## src/rtl/dip_input_pkg.sv

```systemverilog
// Shared definitions for the DIP switch input conditioning path:
// debounce FSM state encoding, default settle length and diagnostic widths.
package dip_input_pkg;

  typedef enum logic [1:0] {
    ST_INIT   = 2'd0,
    ST_IDLE   = 2'd1,
    ST_SETTLE = 2'd2
  } dip_state_t;

  // Consecutive stable cycles a word needs before it is committed.
  localparam int DEBOUNCE_CYCLES_DEF = 16;

  // Width of the optional restart (glitch) counter.
  localparam int GLITCH_W = 8;

endpackage

```

## src/rtl/dip_input_debounce_sync_2ff.sv

```systemverilog
// Two-flop synchronizer for a bus of independent asynchronous levels.
// Reusable for any slow asynchronous input; no bus coherence is implied,
// the consumer must tolerate bits landing on different cycles.
module sync_2ff #(
  parameter int WIDTH = 4
) (
  input  logic             clk,
  input  logic             rst,
  input  logic [WIDTH-1:0] d,
  output logic [WIDTH-1:0] q
);

  logic [WIDTH-1:0] s1;

  // Two register stages to let metastability resolve before use.
  always_ff @(posedge clk) begin
    if (rst) begin
      s1 <= '0;
      q  <= '0;
    end else begin
      s1 <= d;
      q  <= s1;
    end
  end

endmodule

```

## src/rtl/dip_input_debounce.sv

```systemverilog
// DIP switch conditioning in front of the processor's DAT_IN input buffer.
// Synchronizes the raw switches, then commits a new word only after the
// whole word has been stable for DEBOUNCE_CYCLES consecutive cycles.
//
// Handshake with CONTROL: DAT_PEND is a sticky "new data" flag that rises on
// the edge a changed word is committed and falls on any edge with IN_I = 1.
// If a commit and IN_I meet on the same edge the commit wins, because the read
// that cycle saw the previous DAT_IN and the new word is still unread.
//
// Optional build macro: DIP_GLITCH_CNT_EN adds GLITCH_CNT, a saturating count
// of debounce-window restarts.
module dip_input_debounce
  import dip_input_pkg::*;
#(
  parameter int WIDTH           = 4,
  parameter int DEBOUNCE_CYCLES = DEBOUNCE_CYCLES_DEF,
  parameter int CNT_W           = 5
) (
  input  logic             Clk,
  input  logic             Rst,
  input  logic [WIDTH-1:0] SW_RAW,
  input  logic             IN_I,
  output logic [WIDTH-1:0] DAT_IN,
  output logic             DAT_VALID,
  output logic             DAT_PEND,
  output logic [1:0]       state_dbg
`ifdef DIP_GLITCH_CNT_EN
  ,
  output logic [GLITCH_W-1:0] GLITCH_CNT
`endif
);

  localparam logic [CNT_W-1:0] CNT_LAST = CNT_W'(DEBOUNCE_CYCLES - 1);

  logic [WIDTH-1:0] s2;
  logic [WIDTH-1:0] cand;
  logic [CNT_W-1:0] cnt;
  dip_state_t       state;
  logic             word_changed;
  logic             window_done;

  sync_2ff #(.WIDTH(WIDTH)) u_sync (
    .clk (Clk),
    .rst (Rst),
    .d   (SW_RAW),
    .q   (s2)
  );

  assign word_changed = (s2 != cand);
  assign window_done  = (cnt == CNT_LAST);
  assign state_dbg    = state;

  // Debounce FSM: tracks a candidate word, counts stable cycles, commits
  // the word to DAT_IN and maintains the valid/pending flags.
  always_ff @(posedge Clk) begin
    if (Rst) begin
      state     <= ST_INIT;
      cand      <= '0;
      cnt       <= '0;
      DAT_IN    <= '0;
      DAT_VALID <= 1'b0;
      DAT_PEND  <= 1'b0;
    end else begin
      // A read consumes the pending flag; a commit below may set it again.
      if (IN_I) DAT_PEND <= 1'b0;

      case (state)
        ST_INIT: begin
          if (word_changed) begin
            cand <= s2;
            cnt  <= '0;
          end else if (window_done) begin
            DAT_IN    <= cand;
            DAT_VALID <= 1'b1;
            cnt       <= '0;
            state     <= ST_IDLE;
          end else begin
            cnt <= cnt + 1'b1;
          end
        end

        ST_IDLE: begin
          if (s2 != DAT_IN) begin
            cand  <= s2;
            cnt   <= '0;
            state <= ST_SETTLE;
          end
        end

        ST_SETTLE: begin
          if (word_changed) begin
            cand <= s2;
            cnt  <= '0;
          end else if (window_done) begin
            // Bouncing back to the committed word finishes silently.
            if (cand != DAT_IN) DAT_PEND <= 1'b1;
            DAT_IN <= cand;
            cnt    <= '0;
            state  <= ST_IDLE;
          end else begin
            cnt <= cnt + 1'b1;
          end
        end

        default: begin
          state <= ST_INIT;
          cnt   <= '0;
        end
      endcase
    end
  end

`ifdef DIP_GLITCH_CNT_EN
  logic restart;

  assign restart = ((state == ST_INIT) || (state == ST_SETTLE)) && word_changed;

  // Saturating count of window restarts caused by the word moving mid-count.
  always_ff @(posedge Clk) begin
    if (Rst) begin
      GLITCH_CNT <= '0;
    end else if (restart && (GLITCH_CNT != '1)) begin
      GLITCH_CNT <= GLITCH_CNT + 1'b1;
    end
  end
`endif

endmodule
```

## config.mk

```make
export PLATFORM = sky130hd
export DESIGN_NAME = dip_input_debounce
export DESIGN_NICKNAME = d
export VERILOG_FILES = /design/src/rtl/dip_input_pkg.sv /design/src/rtl/dip_input_debounce_sync_2ff.sv /design/src/rtl/dip_input_debounce.sv
export SDC_FILE = /design/constraint.sdc
export NUM_CORES = 1
export LEC_CHECK = 0
export ABC_AREA = 0
export BUFFER_PORTS_ARGS = -buffer_cell sky130_fd_sc_hd__buf_2
export CAP_MARGIN = 5
export CELL_PAD_IN_SITES_DETAIL_PLACEMENT = 1
export CELL_PAD_IN_SITES_GLOBAL_PLACEMENT = 2
export CORE_ASPECT_RATIO = 1.25
export CORE_UTILIZATION = 30
export CTS_BUF_LIST = sky130_fd_sc_hd__clkbuf_8 sky130_fd_sc_hd__clkbuf_16
export CTS_CLUSTER_DIAMETER = 150
export DETAILED_ROUTE_END_ITERATION = 8
export PLACE_DENSITY = 0.69
export SLEW_MARGIN = 25
export SYNTH_ARGS = -nofsm -noshare
export SYNTH_HDL_FRONTEND = slang
export SYNTH_SLANG_ARGS = --single-unit
```

## constraint.sdc

```tcl
create_clock -name Clk -period 1.83 [get_ports Clk]
set_clock_uncertainty 0.1 [all_clocks]
set_input_delay 0.2745 -clock Clk [delete_from_list [all_inputs] [get_ports Clk]]
set_output_delay 0.2745 -clock Clk [all_outputs]
set_load 0.02 [all_outputs]
```

==> impl_metrics.json, run 1 <==
{
  "outcome": "finished with violations",
  "failed_checks": "DRC",
  "total_power_uw": 1040,
  "r2r_end": "cnt[0]",
  "synthArstFlopShare": 0,
  "numCtsBuffers": 3,
  "critPathKind": "reg2reg",
  "cp-start-kind": "flop",
  "drv_slew": 0,
  "synthToLayoutAreaGrowth_pct": 17.2,
  "pre_cts_slack_ns": 0.0990,
  "slowest_delay_ns": 0.47,
  "grt-ovfl-total": 0,
  "setup_ws_ns": 0.108,
  "synth_top_cells_by_area": "dfxtp_1 44%, xor2_1 9.3%, nand2b_1 7.8%",
  "grt_max_degree": 34,
  "cts_hold_buf": 0,
  "path_max_fanout": 4,
  "io_buffers": 14,
  "setup_viol": 0,
  "crit_chain": "xor2_1 -> nor4_4 -> or4b_1 -> a21oi_1",
  "dr.pass1.iters": 6,
  "placementRows": 24,
  "hold_path_end": "u_sync.s1[2]",
  "netlist.area_leader.share": 0.443,
  "ys_ff_latch": 25,
  "place_congestion": 0.701,
  "max_slew_margin": 0.656,
  "syn_area_sq_um": 1130,
  "syn-num-nets": 118,
  "dr_total_vias": 840,
  "yosysMostFrequentCell": "dfxtp_1",
  "seq_area_frac_synth": 0.443,
  "fmax_mhz": 581,
  "drv_cap": 0,
  "synth_edf_count": 0,
  "drc": 2,
  "cts_tree": "yes",
  "crit_family": "simple AND/OR/NAND/NOR gates",
  "syn_area_per_cell_sq_um": 10.3,
  "cts.clk_slew.worst_paths_ns": 0.09,
  "clock_latency_ns": 0.27,
  "grt_pass1_vias": 877,
  "final_layout_size_suffix_gt1_frac": 0.223,
  "worstMarginPinSlew_ns": 0.517,
  "die_height_um": 70.6,
  "cellPowerDensity_nw_per_um2": 785,
  "cts.path.max_buffers": 2,
  "holdPathStages": 2,
  "pin_count": 15,
  "ant_nets": 0,
  "critPathBufInv": 0,
  "dp_cells": 164,
  "final_cells": 169,
  "synthFlopType": "dfxtp_1",
  "synthDominantAreaCellType": "dfxtp_1",
  "min_from": "SW_RAW[2]",
  "nets": 139,
  "r2r-start": "cand[2]",
  "finalSetupTns_ns": 0,
  "synthCells": 110,
  "ir_drop_uv": 274,
  "p_leak_uw": 0.000604,
  "avgRoutedWirePerCell_um": 14.3,
  "initial_core_util": 0.319,
  "via_per_inst": 4.97,
  "die_area_sq_um": 4010,
  "cts_root_buffer": "clkbuf_8",
  "ys_top_cells_by_count": "25 x dfxtp_1, 14 x nand2b_1, 12 x xor2_1, 9 x nor2b_1, 8 x mux2i_1",
  "min_path_type": "in2reg",
  "h-tree-depth": 1,
  "synth_cell_type_count": 32,
  "rsz0062_at_grt": "no",
  "arrival_ns": 1.83,
  "grt.total_usage": 0.131,
  "antenna_found_initial": 0,
  "hold_viol": 0,
  "grt_pass1_wl_um": 4140,
  "hpwl_um": 1720,
  "fill_cells": 411,
  "n_antenna_cell": 0,
  "fin_crit_sh": 0.941,
  "die_w_um": 56.9,
  "ff2ff_path_depth": 4,
  "drtIter0Drc": 24,
  "required_ns": 1.94,
  "routed_wl_um": 2430,
  "critPathCaptureType": "flop",
  "cts.sinks": 25,
  "design.core.area_sq_um": 3540,
  "crit_slowest_cell": "or4b_1",
  "r2r_slack_ns": 0.11,
  "ys_warn_count": 0,
  "post-route-min-period_ns": 1.72
}
[power by group]
part           internal [uW]  total (uW)  switching, uW
logic                   63.4         122           58.1
clock network            154         344            189
registers                560         574           13.4
[per-stage QoR]
step | hold WS [ns] | instance area [sq um] | utilization
5_1_grt | 0.122 | 1320 | 0.373
2_1_floorplan | 0.303 | 1130 | -
4_1_cts | 0.108 | 1320 | 0.371
3_5_place_dp | 0.325 | 1270 | 0.357
3_3_place_gp | 0.318 | 1270 | 0.357
6_report | 0.107 | 1320 | 0.373
[per-layer routing]
layer  global-route usage  vias to the layer above  share of wire
li1                     -                      424              -
met1                0.165                      404           0.49
met2                0.230                       10           0.48
met3               0.0219                        2          0.021
met4               0.0407                        0         0.0078
met5                    0                        -              0
[cell usage in the layout, fill, tap and decap left out, types with 4 or more instances in the layout]
| cell | n |
|---|---|
| mux2i_1 | 8 |
| nand3_1 | 4 |
| buf_2 | 14 |
| nor2b_1 | 9 |
| buf_4 | 6 |
| a21oi_1 | 6 |
| nand2b_1 | 14 |
| dfxtp_1 | 25 |
| xor2_1 | 12 |
[worst max path at each step]
stage	slack (ns)	cells past startpoint	endpoint	from
final	0.11	4	cnt[0]	cand[2]
after global routing	0.02	5	cnt[2]	DAT_IN[3]
after CTS	0.08	4	cnt[0]	cand[1]
after detailed placement	0.1	4	cnt[0]	cand[1]
after global placement	0.17	5	cnt[2]	DAT_IN[0]
after floorplan	0.13	4	cand[0]	DAT_IN[0]
[sequential cells by signal (all words and copies together), names as in the netlist]
name / flops
state_dbg: 2
DAT_IN: 4
cnt: 5
u_sync.q: 4
u_sync.s1: 4
cand: 4
DAT_PEND: 1
DAT_VALID: 1
[logic make-up after synthesis]
| group | count (synthesis) | share of synthesized area |
|---|---|---|
| compound gates | 12 | 0.0676 |
| xor+xnor | 12 | 0.0931 |
| fa+ha+maj | 1 | 0.0111 |
| buf+inv | 7 | 0.0266 |
| flops | 25 | 0.443 |
| mux | 8 | 0.0710 |
| simple gates | 45 | 0.287 |
[worst reg2reg max path, cell delays in order (launching register included)]
cell	delay, ns
dfxtp_1	0.36
xor2_1	0.20
nor4_4	0.39
or4b_1	0.48
a21oi_1	0.14
[area by class of cell]
type | instances | area (sq um) | share of cell area
Clock buffer | 3 | 41.3 | 0.0312
Multi-Input combinational cell | 78 | 598 | 0.452
Inverter | 3 | 11.3 | 0.00851
Timing Repair Buffer | 20 | 115 | 0.0870
Sequential cell | 25 | 500 | 0.378
Clock inverter | 1 | 7.51 | 0.00568
Tap cell | 39 | 48.8 | 0.0369
[timing repair]
action	CTS	global route
endpoints found under the setup margin	0	2
gates resized for setup	0	1
setup buffers	0	1
(Power assumes the default switching activity.)
==> run 2, diff against run 1 <==
- BUFFER_PORTS_ARGS: -buffer_cell sky130_fd_sc_hd__buf_2 -> -buffer_cell sky130_fd_sc_hd__buf_4
- CORE_UTILIZATION: 30 -> 25
- PLACE_DENSITY: 0.69 -> 0.59
==> impl_metrics.json, run 2 (synthesized netlist as in run 1, its figures left out) <==
{
  "path_max_fanout": 5,
  "grt-ovfl-total": 0,
  "drv_cap": 0,
  "min_path_type": "in2reg",
  "setup_viol": 0,
  "place_congestion": 0.726,
  "design.core.area_sq_um": 4200,
  "clock_latency_ns": 0.27,
  "ir_drop_uv": 233,
  "fin_crit_sh": 0.954,
  "ant_nets": 0,
  "rsz0062_at_grt": "no",
  "post-cts-setup-buffer-count": 0,
  "fmax_mhz": 573,
  "seqPwrFrac": 0.561,
  "cts_tree": "yes",
  "crit_family": "simple AND/OR/NAND/NOR gates",
  "crit_slowest_cell": "or4b_1",
  "worstSetupPathDepth": 4,
  "die_w_um": 62.1,
  "hpwl_um": 1840,
  "dr_total_vias": 847,
  "layout_commonest_cell": "dfxtp_1",
  "h-tree-depth": 1,
  "dp_cells": 184,
  "power.switching_uw": 250,
  "layout_common_cells": "25 x dfxtp_1, 22 x buf_4, 14 x nand2b_1, 12 x xor2_1, 9 x nor2b_1",
  "ff2ff_path_depth": 4,
  "crit_chain": "xor2_1 -> nor4_4 -> or4b_1 -> a21oi_1",
  "required_ns": 1.94,
  "cts.path.max_buffers": 2,
  "fill_cells": 475,
  "grt_pass1_vias": 899,
  "avgRoutedWirePerCell_um": 13.3,
  "numCtsBuffers": 3,
  "drc": 0,
  "critPathBufInv": 0,
  "final_layout_size_suffix_gt1_frac": 0.227,
  "r2r-start": "cand[1]",
  "cts.sinks": 25,
  "cts_hold_buf": 0,
  "antenna_found_initial": 0,
  "multi_input_area_sq_um": 598,
  "cp-start-kind": "flop",
  "io_buffers": 14,
  "top_register": "cnt",
  "critPathKind": "reg2reg",
  "pin_count": 15,
  "max_slew_margin": 0.638,
  "worstMarginPinSlew_ns": 0.543,
  "outcome": "complete, no violations",
  "grt_max_degree": 34,
  "combPwrFrac": 0.117,
  "r2r_end": "cnt[0]",
  "critPathCaptureType": "flop",
  "grt_pass1_wl_um": 4230,
  "swShare": 0.244,
  "dr.pass1.iters": 4,
  "seq_area_sq_um": 500,
  "nets": 141,
  "ctsResizeCount": 0,
  "via_per_inst": 4.51,
  "clkPwrFrac": 0.322,
  "cts.clk_slew.worst_paths_ns": 0.09,
  "drtIter0Drc": 15,
  "die_height_um": 77.1,
  "post-route-min-period_ns": 1.75,
  "cell_internal_pwr_uw": 773,
  "largest_register_ffs": 5,
  "routed_wl_um": 2510,
  "n_antenna_cell": 0,
  "slowest_delay_ns": 0.48,
  "r2r_slack_ns": 0.08,
  "finalSetupTns_ns": 0,
  "grt.total_usage": 0.119,
  "p_leak_uw": 0.000623,
  "cellPowerDensity_nw_per_um2": 736,
  "final_cells": 188,
  "placementRows": 26,
  "cts_root_buffer": "clkbuf_8",
  "die_area_sq_um": 4790,
  "arrival_ns": 1.85,
  "startpoint": "cand[1]",
  "cp-endpoint": "cnt[0]",
  "initial_core_util": 0.269,
  "min_from": "SW_RAW[2]",
  "hold_viol": 0,
  "drv_slew": 0,
  "synthToLayoutAreaGrowth_pct": 23.2
}
run 2: per-layer routing:
layer / vias up / routed length (um) / global-route usage
met5: - / 0 / 0
met2: 14 / 1210 / 0.190
met1: 407 / 1190 / 0.152
li1: 422 / - / -
met3: 4 / 68 / 0.0202
met4: 0 / 36 / 0.0467
run 2: power by group through the flow:
stage | clock network (uW) | logic [uW] | registers, uW
global route | 373 | 131 | 577
floorplan | 0 | 79.3 | 583
detailed placement | 0 | 122 | 587
finish | 330 | 119 | 574
global placement | 0 | 119 | 586
CTS | 348 | 123 | 574
run 2: per-stage QoR:
stage          hold slack (ns)  setup WS, ns  instance area [sq um]  total power, uW  utilization
6_report                 0.107        0.0843                   1390             1020        0.331
2_1_floorplan            0.303         0.134                   1130              662            -
4_1_cts                  0.103        0.0681                   1390             1050        0.331
3_3_place_gp             0.322         0.158                   1350              705        0.321
3_5_place_dp             0.329        0.0832                   1350              708        0.321
5_1_grt                  0.108        0.0220                   1390             1080        0.331
run 2: how the worst min path moves through the flow:
stage                    to  slack (ns)  cells after the start
6_report       u_sync.s1[2]        0.11                      2
5_1_grt        u_sync.s1[0]        0.11                      2
4_1_cts        u_sync.s1[2]        0.10                      2
3_5_place_dp    u_sync.q[1]        0.33                      1
3_3_place_gp    u_sync.q[1]        0.32                      1
2_1_floorplan  u_sync.s1[3]        0.30                      1
run 2: final cells by class:
cell class                 instances  share of cell area
multi-input combinational         78               0.430
inverter                           3             0.00810
tap                               56              0.0504
sequential                        25               0.360
clock inverter                     1             0.00270
clock buffer                       3              0.0297
timing repair buffer              22               0.119
==> run 3, diff against run 2 <==
--- a/constraint.sdc
+++ b/constraint.sdc
@@ -3,3 +3,3 @@
 set_input_delay 0.2745 -clock Clk [delete_from_list [all_inputs] [get_ports Clk]]
 set_output_delay 0.2745 -clock Clk [all_outputs]
-set_load 0.02 [all_outputs]
+set_load 0.05 [all_outputs]
==> impl_metrics.json, run 3 (synthesized netlist as in run 1, its figures left out) <==
{
  "n_antenna_cell": 0,
  "cts.sinks": 25,
  "combPwrFrac": 0.122,
  "drc": 0,
  "path_max_fanout": 5,
  "cts.path.max_buffers": 2,
  "grt_max_degree": 34,
  "r2r-start": "cnt[0]",
  "hold_path_end": "u_sync.s1[2]",
  "fmax_mhz": 593,
  "grt_pass1_vias": 867,
  "place_congestion": 0.789,
  "drv_slew": 0,
  "routed_wl_um": 2440,
  "min_from": "SW_RAW[2]",
  "place_area_sq_um": 1330,
  "cellPowerDensity_nw_per_um2": 751,
  "io_buffers": 14,
  "layout_commonest_cell": "dfxtp_1",
  "avgRoutedWirePerCell_um": 13.1,
  "min_path_type": "in2reg",
  "setup_viol": 0,
  "die_area_sq_um": 4790,
  "arrival_ns": 1.78,
  "cts_tree": "yes",
  "fin_crit_sh": 0.922,
  "placementRows": 26,
  "via_per_inst": 4.43,
  "required_ns": 1.93,
  "ant_nets": 0,
  "cts_hold_buf": 0,
  "critPathCaptureType": "flop",
  "final_layout_size_suffix_gt1_frac": 0.246,
  "fill_cells": 474,
  "largest_register_ffs": 5,
  "ir_drop_uv": 339,
  "cts_root_buffer": "clkbuf_8",
  "pre_cts_slack_ns": 0.133,
  "ctsResizeCount": 0,
  "die_w_um": 62.1,
  "cts.clk_slew.worst_paths_ns": 0.09,
  "numCtsBuffers": 3,
  "h-tree-depth": 1,
  "fin_area_sq_um": 1380,
  "grt_pass1_wl_um": 4120,
  "cell_internal_pwr_uw": 781,
  "outcome": "complete, no violations",
  "dr.pass1.iters": 3,
  "r2r_end": "cnt[0]",
  "clkPwrFrac": 0.326,
  "drv_cap": 0,
  "clock_latency_ns": 0.27,
  "worstMarginPinSlew_ns": 0.367,
  "pin_count": 15,
  "rsz0062_at_grt": "no",
  "holdPathStages": 2,
  "initial_core_util": 0.269,
  "grt.total_usage": 0.113,
  "finalSetupTns_ns": 0,
  "max_slew_margin": 0.755,
  "synthToLayoutAreaGrowth_pct": 22.5,
  "seqPwrFrac": 0.552,
  "layout_common_cells": "22 x dfxtp_1, 20 x buf_4, 14 x nand2b_1, 12 x xor2_1, 9 x nor2b_1",
  "antenna_found_initial": 0,
  "final_core_util": 0.329,
  "hold_slack_ns": 0.111,
  "dr_total_vias": 824,
  "post-cts-setup-buffer-count": 0,
  "r2r_slack_ns": 0.14,
  "swShare": 0.247,
  "design.core.area_sq_um": 4200,
  "hold_viol": 0,
  "top_register": "cnt",
  "hpwl_um": 1760,
  "setup_ws_ns": 0.143,
  "p_leak_uw": 0.000609,
  "grt-ovfl-total": 0,
  "ff2ff_path_depth": 4,
  "nets": 139,
  "drtIter0Drc": 23,
  "die_height_um": 77.1,
  "power.switching_uw": 256,
  "post-route-min-period_ns": 1.69,
  "critPathKind": "reg2reg",
  "cp-start-kind": "flop"
}
run 3: cell count changes in the layout (fill, tap and decap cells not counted):
cell / delta
buf_4: -2
clkinvlp_4: +1
dfxtp_1: -3
dfxtp_2: +3
inv_1: -1
run 3: area by class of cell:
| cell class | instances | area (sq um) | share of cell area |
|---|---|---|---|
| clock buffers | 3 | 41.3 | 0.0299 |
| clock inverters | 1 | 7.51 | 0.00543 |
| inverters | 3 | 11.3 | 0.00814 |
| multi-input cells | 78 | 598 | 0.433 |
| flip-flops and latches | 25 | 504 | 0.365 |
| well taps | 56 | 70.1 | 0.0507 |
| repair buffers | 20 | 150 | 0.109 |
run 3: worst max path at each step:
stage | startpoint | endpoint | slack [ns]
after floorplan | DAT_IN[3] | cand[0] | 0.04
after global placement | cand[1] | cnt[0] | 0.20
after detailed placement | cand[1] | cnt[0] | 0.13
after CTS | cand[1] | cnt[0] | 0.06
after global routing | cnt[0] | cnt[0] | 0.04
final | cnt[0] | cnt[0] | 0.14
run 3: per-layer routing:
layer / up-vias / part of all wire / global-route usage
met4: 0 / 0.0094 / 0.0467
met2: 12 / 0.48 / 0.182
met1: 392 / 0.48 / 0.144
met5: - / 0 / 0
met3: 2 / 0.027 / 0.0202
li1: 418 / - / -
run 3: per-stage QoR:
stage               total power (uW)  cells
global route                    1090    186
finish                          1040    186
global placement                 705    181
detailed placement               707    181
CTS                             1050    185
floorplan                        662    110
run 3: worst max-delay path: stages (launching register included):
cell and delay [ns]:
dfxtp_1 0.34, ha_1 0.25, and4b_1 0.28, or4b_1 0.48
a21oi_1 0.17
run 3: power by group through the flow:
stage	Sequential (uW)	Clock, uW	Combinational (uW)
finish	573	338	126
global route	576	381	138
CTS	574	355	122
detailed placement	586	0	120
global placement	585	0	120
floorplan	583	0	79.2
